$ cat config.mk
export PLATFORM = sky130hd
export DESIGN_NAME = decode_stage
export DESIGN_NICKNAME = d
export VERILOG_FILES = /design/src/rtl/decode_stage_pkg.sv /design/src/rtl/decode_stage_instr_decoder.sv /design/src/rtl/decode_stage.sv
export SDC_FILE = /design/constraint.sdc
export NUM_CORES = 1
export LEC_CHECK = 0
export ABC_CLOCK_PERIOD_IN_PS = 4300
export BUFFER_PORTS_ARGS = -buffer_cell sky130_fd_sc_hd__clkbuf_2
export CAP_MARGIN = 20
export CORE_MARGIN = 3
export CORE_UTILIZATION = 46
export CTS_CLUSTER_DIAMETER = 30
export CTS_CLUSTER_SIZE = 28
export DETAILED_ROUTE_END_ITERATION = 12
export GPL_ROUTABILITY_DRIVEN = 0
export PLACE_DENSITY = 0.81
export SLEW_MARGIN = 40
export SYNTH_ARGS = -nofsm -noshare
export SYNTH_HDL_FRONTEND = slang
export SYNTH_SLANG_ARGS = --single-unit
$ cat constraint.sdc
create_clock -name clk -period 4.3 [get_ports clk]
set_input_delay 0.215 -clock clk [delete_from_list [all_inputs] [get_ports clk]]
set_output_delay 0.215 -clock clk [all_outputs]
set_load 0.02 [all_outputs]
$ cat src/rtl/decode_stage_pkg.sv
// Shared types for the RV32 decode stage: opcodes, ALU functions, the control
// word and the decoded_t record stored in the stage's main and skid entries.
package decode_stage_pkg;

  localparam int DEC_XLEN = 32;

  localparam logic [6:0] OPCODE_OP_IMM = 7'b0010011;
  localparam logic [6:0] OPCODE_OP     = 7'b0110011;
  localparam logic [6:0] OPCODE_BRANCH = 7'b1100011;

  localparam logic [6:0] FUNCT7_BASE = 7'b0000000;
  localparam logic [6:0] FUNCT7_ALT  = 7'b0100000;

  localparam logic [2:0] F3_ADD  = 3'b000;
  localparam logic [2:0] F3_SLL  = 3'b001;
  localparam logic [2:0] F3_SLT  = 3'b010;
  localparam logic [2:0] F3_SLTU = 3'b011;
  localparam logic [2:0] F3_XOR  = 3'b100;
  localparam logic [2:0] F3_SR   = 3'b101;
  localparam logic [2:0] F3_OR   = 3'b110;
  localparam logic [2:0] F3_AND  = 3'b111;

  typedef enum logic [3:0] {
    ALU_FUNC_ADD, ALU_FUNC_SUB, ALU_FUNC_SLL, ALU_FUNC_SLT, ALU_FUNC_SLTU,
    ALU_FUNC_XOR, ALU_FUNC_SRL, ALU_FUNC_SRA, ALU_FUNC_OR, ALU_FUNC_AND,
    ALU_FUNC_SEQ, ALU_FUNC_UNKNOWN
  } alu_func_e;

  typedef struct packed {
    logic      use_imm;
    logic      rd_write;
    alu_func_e alu_func;
  } control_t;

  typedef struct packed {
    control_t              ctrl;
    logic [4:0]            rs1;
    logic [4:0]            rs2;
    logic [4:0]            rd;
    logic [DEC_XLEN-1:0]   imm;
    logic                  is_branch;
    logic [2:0]            br_funct3;
    logic [DEC_XLEN-1:0]   pc;
    logic                  illegal;
  } decoded_t;

  // Base-encoding ALU function for a funct3 (shift-right defaults to logical).
  function automatic alu_func_e f3_base_func(logic [2:0] f3);
    case (f3)
      F3_ADD:  return ALU_FUNC_ADD;
      F3_SLL:  return ALU_FUNC_SLL;
      F3_SLT:  return ALU_FUNC_SLT;
      F3_SLTU: return ALU_FUNC_SLTU;
      F3_XOR:  return ALU_FUNC_XOR;
      F3_SR:   return ALU_FUNC_SRL;
      F3_OR:   return ALU_FUNC_OR;
      default: return ALU_FUNC_AND;
    endcase
  endfunction

  function automatic decoded_t decoded_rst();
    decoded_t d;
    d = '0;
    d.ctrl.alu_func = ALU_FUNC_UNKNOWN;
    return d;
  endfunction

endpackage

$ cat src/rtl/decode_stage_instr_decoder.sv
// Combinational RV32 decoder: raw instruction + PC to a decoded_t record.
module instr_decoder
  import decode_stage_pkg::*;
(
  input  logic [31:0]         instr_i,
  input  logic [DEC_XLEN-1:0] pc_i,
  output decoded_t            dec_o
);

  logic [6:0]          opc, f7;
  logic [2:0]          f3;
  logic [DEC_XLEN-1:0] i_imm, b_imm, imm;
  logic                ill, use_imm, rd_wr, is_br;
  alu_func_e           func;

  always_comb begin
    opc   = instr_i[6:0];
    f3    = instr_i[14:12];
    f7    = instr_i[31:25];
    i_imm = {{(DEC_XLEN-12){instr_i[31]}}, instr_i[31:20]};
    b_imm = {{(DEC_XLEN-13){instr_i[31]}}, instr_i[31], instr_i[7],
             instr_i[30:25], instr_i[11:8], 1'b0};
    ill     = 1'b1;
    func    = ALU_FUNC_UNKNOWN;
    use_imm = 1'b0;
    rd_wr   = 1'b0;
    imm     = '0;
    is_br   = 1'b0;
    case (opc)
      OPCODE_OP_IMM: begin
        // funct7 only constrains the shift forms; elsewhere it is immediate bits
        ill = (f3 == F3_SLL && f7 != FUNCT7_BASE) ||
              (f3 == F3_SR && f7 != FUNCT7_BASE && f7 != FUNCT7_ALT);
        func    = (f3 == F3_SR && f7 == FUNCT7_ALT) ? ALU_FUNC_SRA : f3_base_func(f3);
        use_imm = 1'b1;
        rd_wr   = 1'b1;
        imm     = i_imm;
      end
      OPCODE_OP: begin
        ill   = !(f7 == FUNCT7_BASE || (f7 == FUNCT7_ALT && (f3 == F3_ADD || f3 == F3_SR)));
        func  = (f7 == FUNCT7_ALT) ? ((f3 == F3_ADD) ? ALU_FUNC_SUB : ALU_FUNC_SRA)
                                   : f3_base_func(f3);
        rd_wr = 1'b1;
      end
      OPCODE_BRANCH: begin
        is_br = 1'b1;
        ill   = (f3 == 3'b010) || (f3 == 3'b011);
        func  = !f3[2] ? ALU_FUNC_SEQ : (f3[1] ? ALU_FUNC_SLTU : ALU_FUNC_SLT);
        imm   = b_imm;
      end
      default: ;
    endcase

    dec_o               = '0;
    dec_o.ctrl.use_imm  = use_imm & ~ill;
    dec_o.ctrl.rd_write = rd_wr & ~ill;
    dec_o.ctrl.alu_func = ill ? ALU_FUNC_UNKNOWN : func;
    dec_o.imm           = ill ? '0 : imm;
    dec_o.rs1           = instr_i[19:15];
    dec_o.rs2           = instr_i[24:20];
    dec_o.rd            = instr_i[11:7];
    dec_o.is_branch     = is_br;
    dec_o.br_funct3     = is_br ? f3 : 3'b000;
    dec_o.pc            = pc_i;
    dec_o.illegal       = ill;
  end

endmodule

$ cat src/rtl/decode_stage.sv
// Registered decode stage: output register plus one skid entry, valid/ready on
// both sides. Define DECODE_PERF_CNT_EN to add saturating beat counters.
module decode_stage
  import decode_stage_pkg::*;
#(
  parameter int XLEN           = DEC_XLEN,
  parameter int RESET_PC_VALID = 0
) (
  input  logic            clk,
  input  logic            rst_n,
  input  logic            flush,
  input  logic            in_valid,
  output logic            in_ready,
  input  logic [31:0]     in_instr,
  input  logic [XLEN-1:0] in_pc,
  output logic            out_valid,
  input  logic            out_ready,
  output control_t        out_ctrl,
  output logic [4:0]      out_rs1,
  output logic [4:0]      out_rs2,
  output logic [4:0]      out_rd,
  output logic [XLEN-1:0] out_imm,
  output logic            out_is_branch,
  output logic [2:0]      out_br_funct3,
  output logic [XLEN-1:0] out_pc,
  output logic            out_illegal
`ifdef DECODE_PERF_CNT_EN
  ,
  output logic [31:0]     perf_decoded,
  output logic [15:0]     perf_illegal
`endif
);

  decoded_t dec, main_q, main_d, skid_q, skid_d;
  logic     main_vld_q, main_vld_d, skid_vld_q, skid_vld_d, accept;

  instr_decoder u_dec (.instr_i(in_instr), .pc_i(in_pc), .dec_o(dec));

  assign in_ready = ~skid_vld_q;
  assign accept   = in_valid & ~skid_vld_q;

  // skid is only ever valid while main is valid, so draining main promotes it
  always_comb begin
    main_d     = main_q;
    skid_d     = skid_q;
    main_vld_d = main_vld_q;
    skid_vld_d = skid_vld_q;
    if (flush) begin
      main_vld_d = 1'b0;
      skid_vld_d = 1'b0;
    end else if (!main_vld_q || out_ready) begin
      if (skid_vld_q) begin
        main_d     = skid_q;
        main_vld_d = 1'b1;
        skid_vld_d = 1'b0;
      end else begin
        main_vld_d = accept;
        if (accept) main_d = dec;
      end
    end else if (accept) begin
      skid_d     = dec;
      skid_vld_d = 1'b1;
    end
  end

  always_ff @(posedge clk or negedge rst_n) begin
    if (!rst_n) begin
      main_q     <= decoded_rst();
      skid_q     <= decoded_rst();
      main_vld_q <= (RESET_PC_VALID != 0);  // reserved; must be 0
      skid_vld_q <= 1'b0;
    end else begin
      main_q     <= main_d;
      skid_q     <= skid_d;
      main_vld_q <= main_vld_d;
      skid_vld_q <= skid_vld_d;
    end
  end

  assign out_valid     = main_vld_q;
  assign out_ctrl      = main_q.ctrl;
  assign out_rs1       = main_q.rs1;
  assign out_rs2       = main_q.rs2;
  assign out_rd        = main_q.rd;
  assign out_imm       = main_q.imm;
  assign out_is_branch = main_q.is_branch;
  assign out_br_funct3 = main_q.br_funct3;
  assign out_pc        = main_q.pc;
  assign out_illegal   = main_q.illegal;

`ifdef DECODE_PERF_CNT_EN
  logic [31:0] perf_decoded_q;
  logic [15:0] perf_illegal_q;

  always_ff @(posedge clk or negedge rst_n) begin
    if (!rst_n) begin
      perf_decoded_q <= '0;
      perf_illegal_q <= '0;
    end else if (main_vld_q && out_ready) begin
      if (~&perf_decoded_q) perf_decoded_q <= perf_decoded_q + 32'd1;
      if (main_q.illegal && ~&perf_illegal_q) perf_illegal_q <= perf_illegal_q + 16'd1;
    end
  end

  assign perf_decoded = perf_decoded_q;
  assign perf_illegal = perf_illegal_q;
`endif

endmodule

==> results of run 1 <==
where the power goes:
| part | internal (mW) | switching [mW] |
|---|---|---|
| logic | 0.182 | 0.327 |
| registers | 1.55 | 0.107 |
| clock network | 0.793 | 0.537 |
layout make-up:
class | instances | area [um^2] | share of cell area
clock buffers | 26 | 499.2 | 0.06255
clock inverters | 5 | 30.03 | 0.003762
inverters | 3 | 11.26 | 0.001411
multi-input cells | 491 | 2635 | 0.3301
flip-flops and latches | 144 | 3615 | 0.4529
well taps | 180 | 225.2 | 0.02822
repair buffers | 175 | 965.9 | 0.1210
state kept, by name, summed over array words and instances, names as in the netlist:
| register | count |
|---|---|
| skid_q | 71 |
| out_pc | 32 |
| out_imm | 13 |
| out_ctrl | 6 |
| out_rd | 5 |
| out_rs1 | 5 |
| out_rs2 | 5 |
| out_br_funct3 | 3 |
| out_illegal | 1 |
| out_is_branch | 1 |
| out_valid | 1 |
| skid_vld_q | 1 |
synthesized netlist by cell type (all sizes together), types with 2 or more instances:
master / n / area, um^2
o21a: 3 / 22.52
nand2: 234 / 878.3
buf: 26 / 178.9
o22ai: 2 / 12.51
and3: 16 / 100.1
xnor2: 2 / 17.52
a22oi: 5 / 37.54
and2: 2 / 12.51
or2: 2 / 12.51
nand3: 8 / 40.04
dfrtp: 138 / 3453
inv: 3 / 11.26
a221o: 6 / 60.06
o21ai: 82 / 410.4
a21oi: 22 / 110.1
mux2: 5 / 56.30
dfstp: 6 / 157.7
nor2: 21 / 78.83
nor3: 7 / 45.04
or3: 3 / 18.77
nor2b: 4 / 25.02
o31ai: 2 / 15.01
mux2i: 47 / 470.5
clkbuf: 40 / 150.1
nand2b: 3 / 18.77
metrics by stage:
step / total power [mW] / utilization / hold WS (ps) / setup slack (ps)
2_1_floorplan: 1.959 / - / -80.59 / 2447
3_3_place_gp: 2.151 / 0.5249 / 406.5 / 1719
3_5_place_dp: 2.178 / 0.5257 / 329.0 / 1640
4_1_cts: 3.519 / 0.5702 / 0.004274 / 1619
5_1_grt: 3.673 / 0.5728 / 8.414 / 1436
6_report: 3.492 / 0.5728 / 12.53 / 1679
worst max-delay path: stages, from the launching register on:
cell      delay (ps)
dfrtp_4          810
buf_4            570
inv_1            350
clkbuf_2         250
cells in the final DEF (no fill, tap or decap), types with 6 or more instances in the layout:
master / Yosys / routed
nand2_1: 234 / 232
clkbuf_2: 0 / 159
dfrtp_1: 138 / 137
o21ai_0: 79 / 79
mux2i_1: 47 / 47
a21oi_1: 22 / 22
nor2_1: 21 / 21
clkbuf_16: 0 / 17
and3_1: 16 / 16
dlygate4sd3_1: 0 / 9
nand3_1: 8 / 8
a221o_1: 6 / 6
dfstp_2: 6 / 6
metal layers:
metal / wire length (um) / global-route usage / vias up
met4: 261 / 0.07079 / 0
met5: 0 / 0 / -
met3: 846 / 0.05340 / 20
li1: - / - / 2590
met2: 7371 / 0.3151 / 158
met1: 7157 / 0.2786 / 2558
repair_timing:
action,CTS,global route
resized for setup,0,0
hold endpoints to repair,109,0
hold buffers,9,0
how the worst max path moves through the flow:
stage | from | end | slack [ps] | cells past startpoint
final | skid_vld_q | in_ready | 1680 | 3
after CTS | skid_vld_q | out_imm[11] | 1620 | 5
after global routing | skid_vld_q | out_imm[4] | 1440 | 5
after global placement | skid_vld_q | out_imm[3] | 1720 | 5
after detailed placement | skid_vld_q | out_imm[11] | 1640 | 5
after floorplan | out_valid | skid_q[17] | 2450 | 8
cell families (layout without fill, tap and decap cells):
family / count (synthesis) / in the layout / share of synthesized area
buffers and inverters: 69 / 209 / 0.05189
AND/OR/NAND/NOR: 306 / 306 / 0.1965
multiplexers: 52 / 52 / 0.08031
AO/OA/AOI/OAI: 131 / 131 / 0.1181
XOR/XNOR: 2 / 2 / 0.002671
flip-flops: 144 / 144 / 0.5506
==> out/metrics.cfg, run 1 <==
[global_route]
grt_first_pass_wirelength_um = 26150
overflow = 0
first_global_vias = 5263
antenna_found_initial = 0
grt_usage = 0.2032
grt_start_max_net_pins = 108

[finish]
fill_cells = 1249
final_cell_area_um2 = 7981
drive_above_1_share = 0.2571
antenna_cells = 0
final_nets = 901
fin_cells = 1024
area_growth_syn_to_layout_pct = 21.69

[clock_tree]
path_clk_slew_ps = 60
clock_latency_ps = 420
cts_htree_levels = 4
cts_setup_buffers = 0
cts_tree = done
cts.sinks = 144
clk_path_buf_depth = 2
root_buffer = clkbuf_16
numCtsBuffers = 17

[die]
placementRows = 43
initial_core_util = 0.4707
ios = 161
dieWidth_um = 125.4
die_area_um2 = 15730
core-area_um2 = 13930
dieHeight_um = 125.4

[route]
first_iter_violations = 324
routed_wl_um = 15640
drc = 0
post_drt_wl_per_cell_um = 15.27
via_per_inst = 5.201
ant_nets = 0
vias = 5326
first_pass_iters = 5

[hold_path]
min_path_type = input port to register
hp-start = in_instr[19]
hold_path_depth = 3
hold-path-endpoint = skid_q[83]

[worst_setup_path]
worst-r2r-cell-count = 5
start_kind = register
required_ps = 4090
r2r-end = out_imm[11]
path_class = register to output pin
cp_max_fo = 46
worst_r2r_startpoint = skid_vld_q
crit_arrival_ps = 2410
cp-end-kind = output pin
ff2ff_setup_slack_ps = 1730

[timing]
slew_headroom = 0.5318
slew_viol_final = 0
rsz0062_at_grt = no
period_share = 0.6095
max_freq_mhz = 381.6
period_minus_slack_ps = 2621
finalClockSkew_ps = 7.352
worst_pin_slew_ps = 702.3
finalSetupViolCount = 0
hold_viol = 0
tns_ps = 0

[pwr]
leakage_nw = 3.953
power_density_nw_per_um2 = 437.6
peakVddDrop_v = 0.0002527

[synthesis]
ys_ff_latch = 144
syn-num-nets = 773
synth_area_per_cell_um2 = 9.316
synth_cell_types = 45
postSynthCellCount = 704
netlist_area_um2 = 6559
synth_edf_count = 0
ys_warn_count = 0
synth-main-ff-cell = dfrtp_1
ys_seq_area_frac = 0.5506
async_flop_share = 1.000

[status]
status = finished, final reports clean

[placement]
port_buffers = 160
dp_cells = 983
dp_hpwl_um = 10230
place_area_um2 = 7326

[run]
cap_violations = 0

Power figures use the tool's default switching activity.
==> run 2, diff against run 1 <==
- ABC_AREA: default -> 1
- ABC_CLOCK_PERIOD_IN_PS: 4300 -> 2200
- PLACE_DENSITY: 0.81 -> 0.84
- clock period: 4.3 -> 2.2 ns (I/O delays scaled with it)
==> out/metrics.cfg, run 2 <==
[worst_setup_path]
required_ps = 2090  ; -2000 ps
slowest_stage = dfrtp_1
worst-r2r-cell-count = 8  ; +3
r2r-end = skid_q[30]
path_delay_family = buffers and inverters
cp_max_fo = 67  ; +46%
worst_r2r_startpoint = out_valid
cp_slowest_stage_delay_ps = 390  ; -420 ps
crit_arrival_ps = 1670  ; -740 ps
ff2ff_setup_slack_ps = 450  ; -1280 ps
start_kind = register
cp_num_buf_inv = 4  ; +1
critical_path.cell_chain = buf_4 > inv_4 > buf_12 > clkbuf_2
crit_path_start = skid_vld_q
cp-end-kind = output pin
path_class = register to output pin

[finish]
largest-register = skid_q
final_cell_area_um2 = 8662  ; +8.5%
antenna_cells = 0  ; unchanged
final_cell_mix = nand2_1 (267), clkbuf_2 (159), o21ai_0 (155), dfrtp_1 (138), inv_1 (68)
fin_util = 0.6122  ; +0.03939
area_growth_syn_to_layout_pct = 27.78
final_nets = 1081  ; +20%
largest_reg_flops = 71  ; unchanged
fin_cells = 1205  ; +18%
final_common_cell = nand2_1
drive_above_1_share = 0.2322  ; -0.02491

[timing]
setup_slack_ps = 415.8  ; -1263 ps
finalSetupViolCount = 0  ; unchanged
max_freq_mhz = 560.5
hold_viol = 0  ; unchanged
holdWs_ps = 16.08  ; +3.548 ps
slew_headroom = 0.5437  ; +0.01189
finalClockSkew_ps = 6.349  ; -1.004 ps
rsz0062_at_grt = no
period_share = 0.8110
worst_pin_slew_ps = 684.5  ; -17.84 ps
slew_viol_final = 0  ; unchanged
tns_ps = 0  ; unchanged
period_minus_slack_ps = 1784

[clock_tree]
cts.sinks = 144  ; unchanged
clk_path_buf_depth = 2  ; unchanged
cts_htree_levels = 4  ; unchanged
clock_latency_ps = 420  ; about the same
numCtsBuffers = 17  ; unchanged
cts_resized = 0  ; unchanged
cts_setup_buffers = 0  ; unchanged
root_buffer = clkbuf_16
path_clk_slew_ps = 60  ; about the same
cts_tree = done

[pwr]
power_density_nw_per_um2 = 869.6  ; +99%
leakage_nw = 4.784  ; +21%
peakVddDrop_v = 0.0005643  ; +120%
finalPower_mw = 7.533  ; +120%

[synthesis]
synth.area.top_cells = dfrtp_1 (51%), nand2_1 (15%), o21ai_0 (11%), inv_1 (3.8%), nor2_1 (3.1%)
synth_area_per_cell_um2 = 8.061  ; -13%
ys_seq_area_frac = 0.5327  ; -0.01788
synth_largest_area_cell = dfrtp_1
ys_ff_latch = 144  ; unchanged
ys_warn_count = 0  ; unchanged
synth_edf_count = 0  ; unchanged
yosys.area.top_type_share = 0.5094  ; -0.01710
syn-num-nets = 910  ; +18%
postSynthCellCount = 841  ; +19%
netlist_area_um2 = 6779  ; +3.4%
async_flop_share = 1.000  ; unchanged
ys_top_cells_by_count = nand2_1 (267), o21ai_0 (155), dfrtp_1 (138)
synth-main-ff-cell = dfrtp_1
synth_cell_types = 34  ; -24%
synth_most_common_cell = nand2_1

[global_route]
first_global_vias = 5757  ; +9.4%
grt_start_max_net_pins = 81  ; -25%
grt_first_pass_wirelength_um = 27480  ; +5.1%
antenna_found_initial = 0  ; unchanged
grt_usage = 0.2102  ; +0.007010
overflow = 0  ; unchanged

[route]
post_drt_wl_per_cell_um = 13.81  ; -9.5%
vias = 6043  ; +13%
first_pass_iters = 5  ; unchanged
ant_nets = 0  ; unchanged
first_iter_violations = 505  ; +56%
routed_wl_um = 16650  ; +6.5%
via_per_inst = 5.015  ; -3.6%
drc = 0  ; unchanged

[die]
ios = 161  ; unchanged
dieWidth_um = 127.4  ; +1.6%
core-area_um2 = 14150  ; +1.5%
initial_core_util = 0.4791  ; +0.008404
dieHeight_um = 127.4  ; +1.6%
placementRows = 43  ; unchanged
die_area_um2 = 16230  ; +3.2%

[placement]
place_ws_ps = 472.9  ; -1168 ps
dp_cells = 1126  ; +15%
place_area_um2 = 7575  ; +3.4%
dp_hpwl_um = 10490  ; +2.5%
port_buffers = 160  ; unchanged

[status]
status = finished, final reports clean

[hold_path]
hold-path-endpoint = skid_q[46]
hp-start = in_instr[29]
min_path_type = input port to register
hold_path_depth = 3  ; unchanged

[run]
cap_violations = 0  ; unchanged

run 2: per-layer routing:
| metal | routed length (um) | share of wire | vias to the layer above | GRT usage |
|---|---|---|---|---|
| li1 | - | - | 3006 | - |
| met1 | 7150 | 0.43 | 2790 | 0.2719 |
| met2 | 8069 | 0.48 | 197 | 0.3363 |
| met3 | 861 | 0.052 | 50 | 0.04766 |
| met4 | 564 | 0.034 | 0 | 0.09905 |
| met5 | 0 | 0 | - | 0 |
run 2: cells by family (layout without fill, tap and decap cells):
family                 after synthesis  after routing  share of synthesized area
DFF                                144            144                     0.5327
and+or+nand+nor                    366            366                     0.2224
buffers and inverters              140            324                    0.09985
AOI/OAI and AO/OA                  191            191                     0.1451
run 2: worst register-to-register path, stage by stage, from the launching register on:
cell     delay, ps
dfrtp_1        340
inv_1           40
nor2_1         200
inv_1          120
nor2_1         190
nand3_4         80
buf_4          330
nand2_1        180
o21ai_0        120
run 2: area by class of cell:
| class | instances | area (um^2) |
|---|---|---|
| Sequential cell | 144 | 3611 |
| Fill cell | 1207 | 5488 |
| Tap cell | 180 | 225.2 |
| Inverter | 75 | 290.3 |
| Multi-Input combinational cell | 557 | 2504 |
| Clock inverter | 10 | 132.6 |
| Timing Repair Buffer | 217 | 1415 |
| Clock buffer | 22 | 484.2 |
run 2: where the power goes:
group          internal, mW  switching, mW  total (mW)
sequential             3.07          0.222        3.29
combinational         0.467          0.781        1.25
clock                  1.90           1.10        2.99
total                  5.43           2.10        7.53
run 2: repair_timing:
action                     CTS  global route
setup endpoints to repair    0             0
hold buffers                47             0
hold endpoints to repair   109             0
run 2: worst max path at each step:
stage,slack [ps],endpoint,cells past startpoint
6_report,420,in_ready,4
4_1_cts,410,in_ready,4
2_1_floorplan,670,skid_q[42],9
5_1_grt,300,skid_q[30],8
3_5_place_dp,470,skid_q[87],9
3_3_place_gp,550,skid_q[87],9
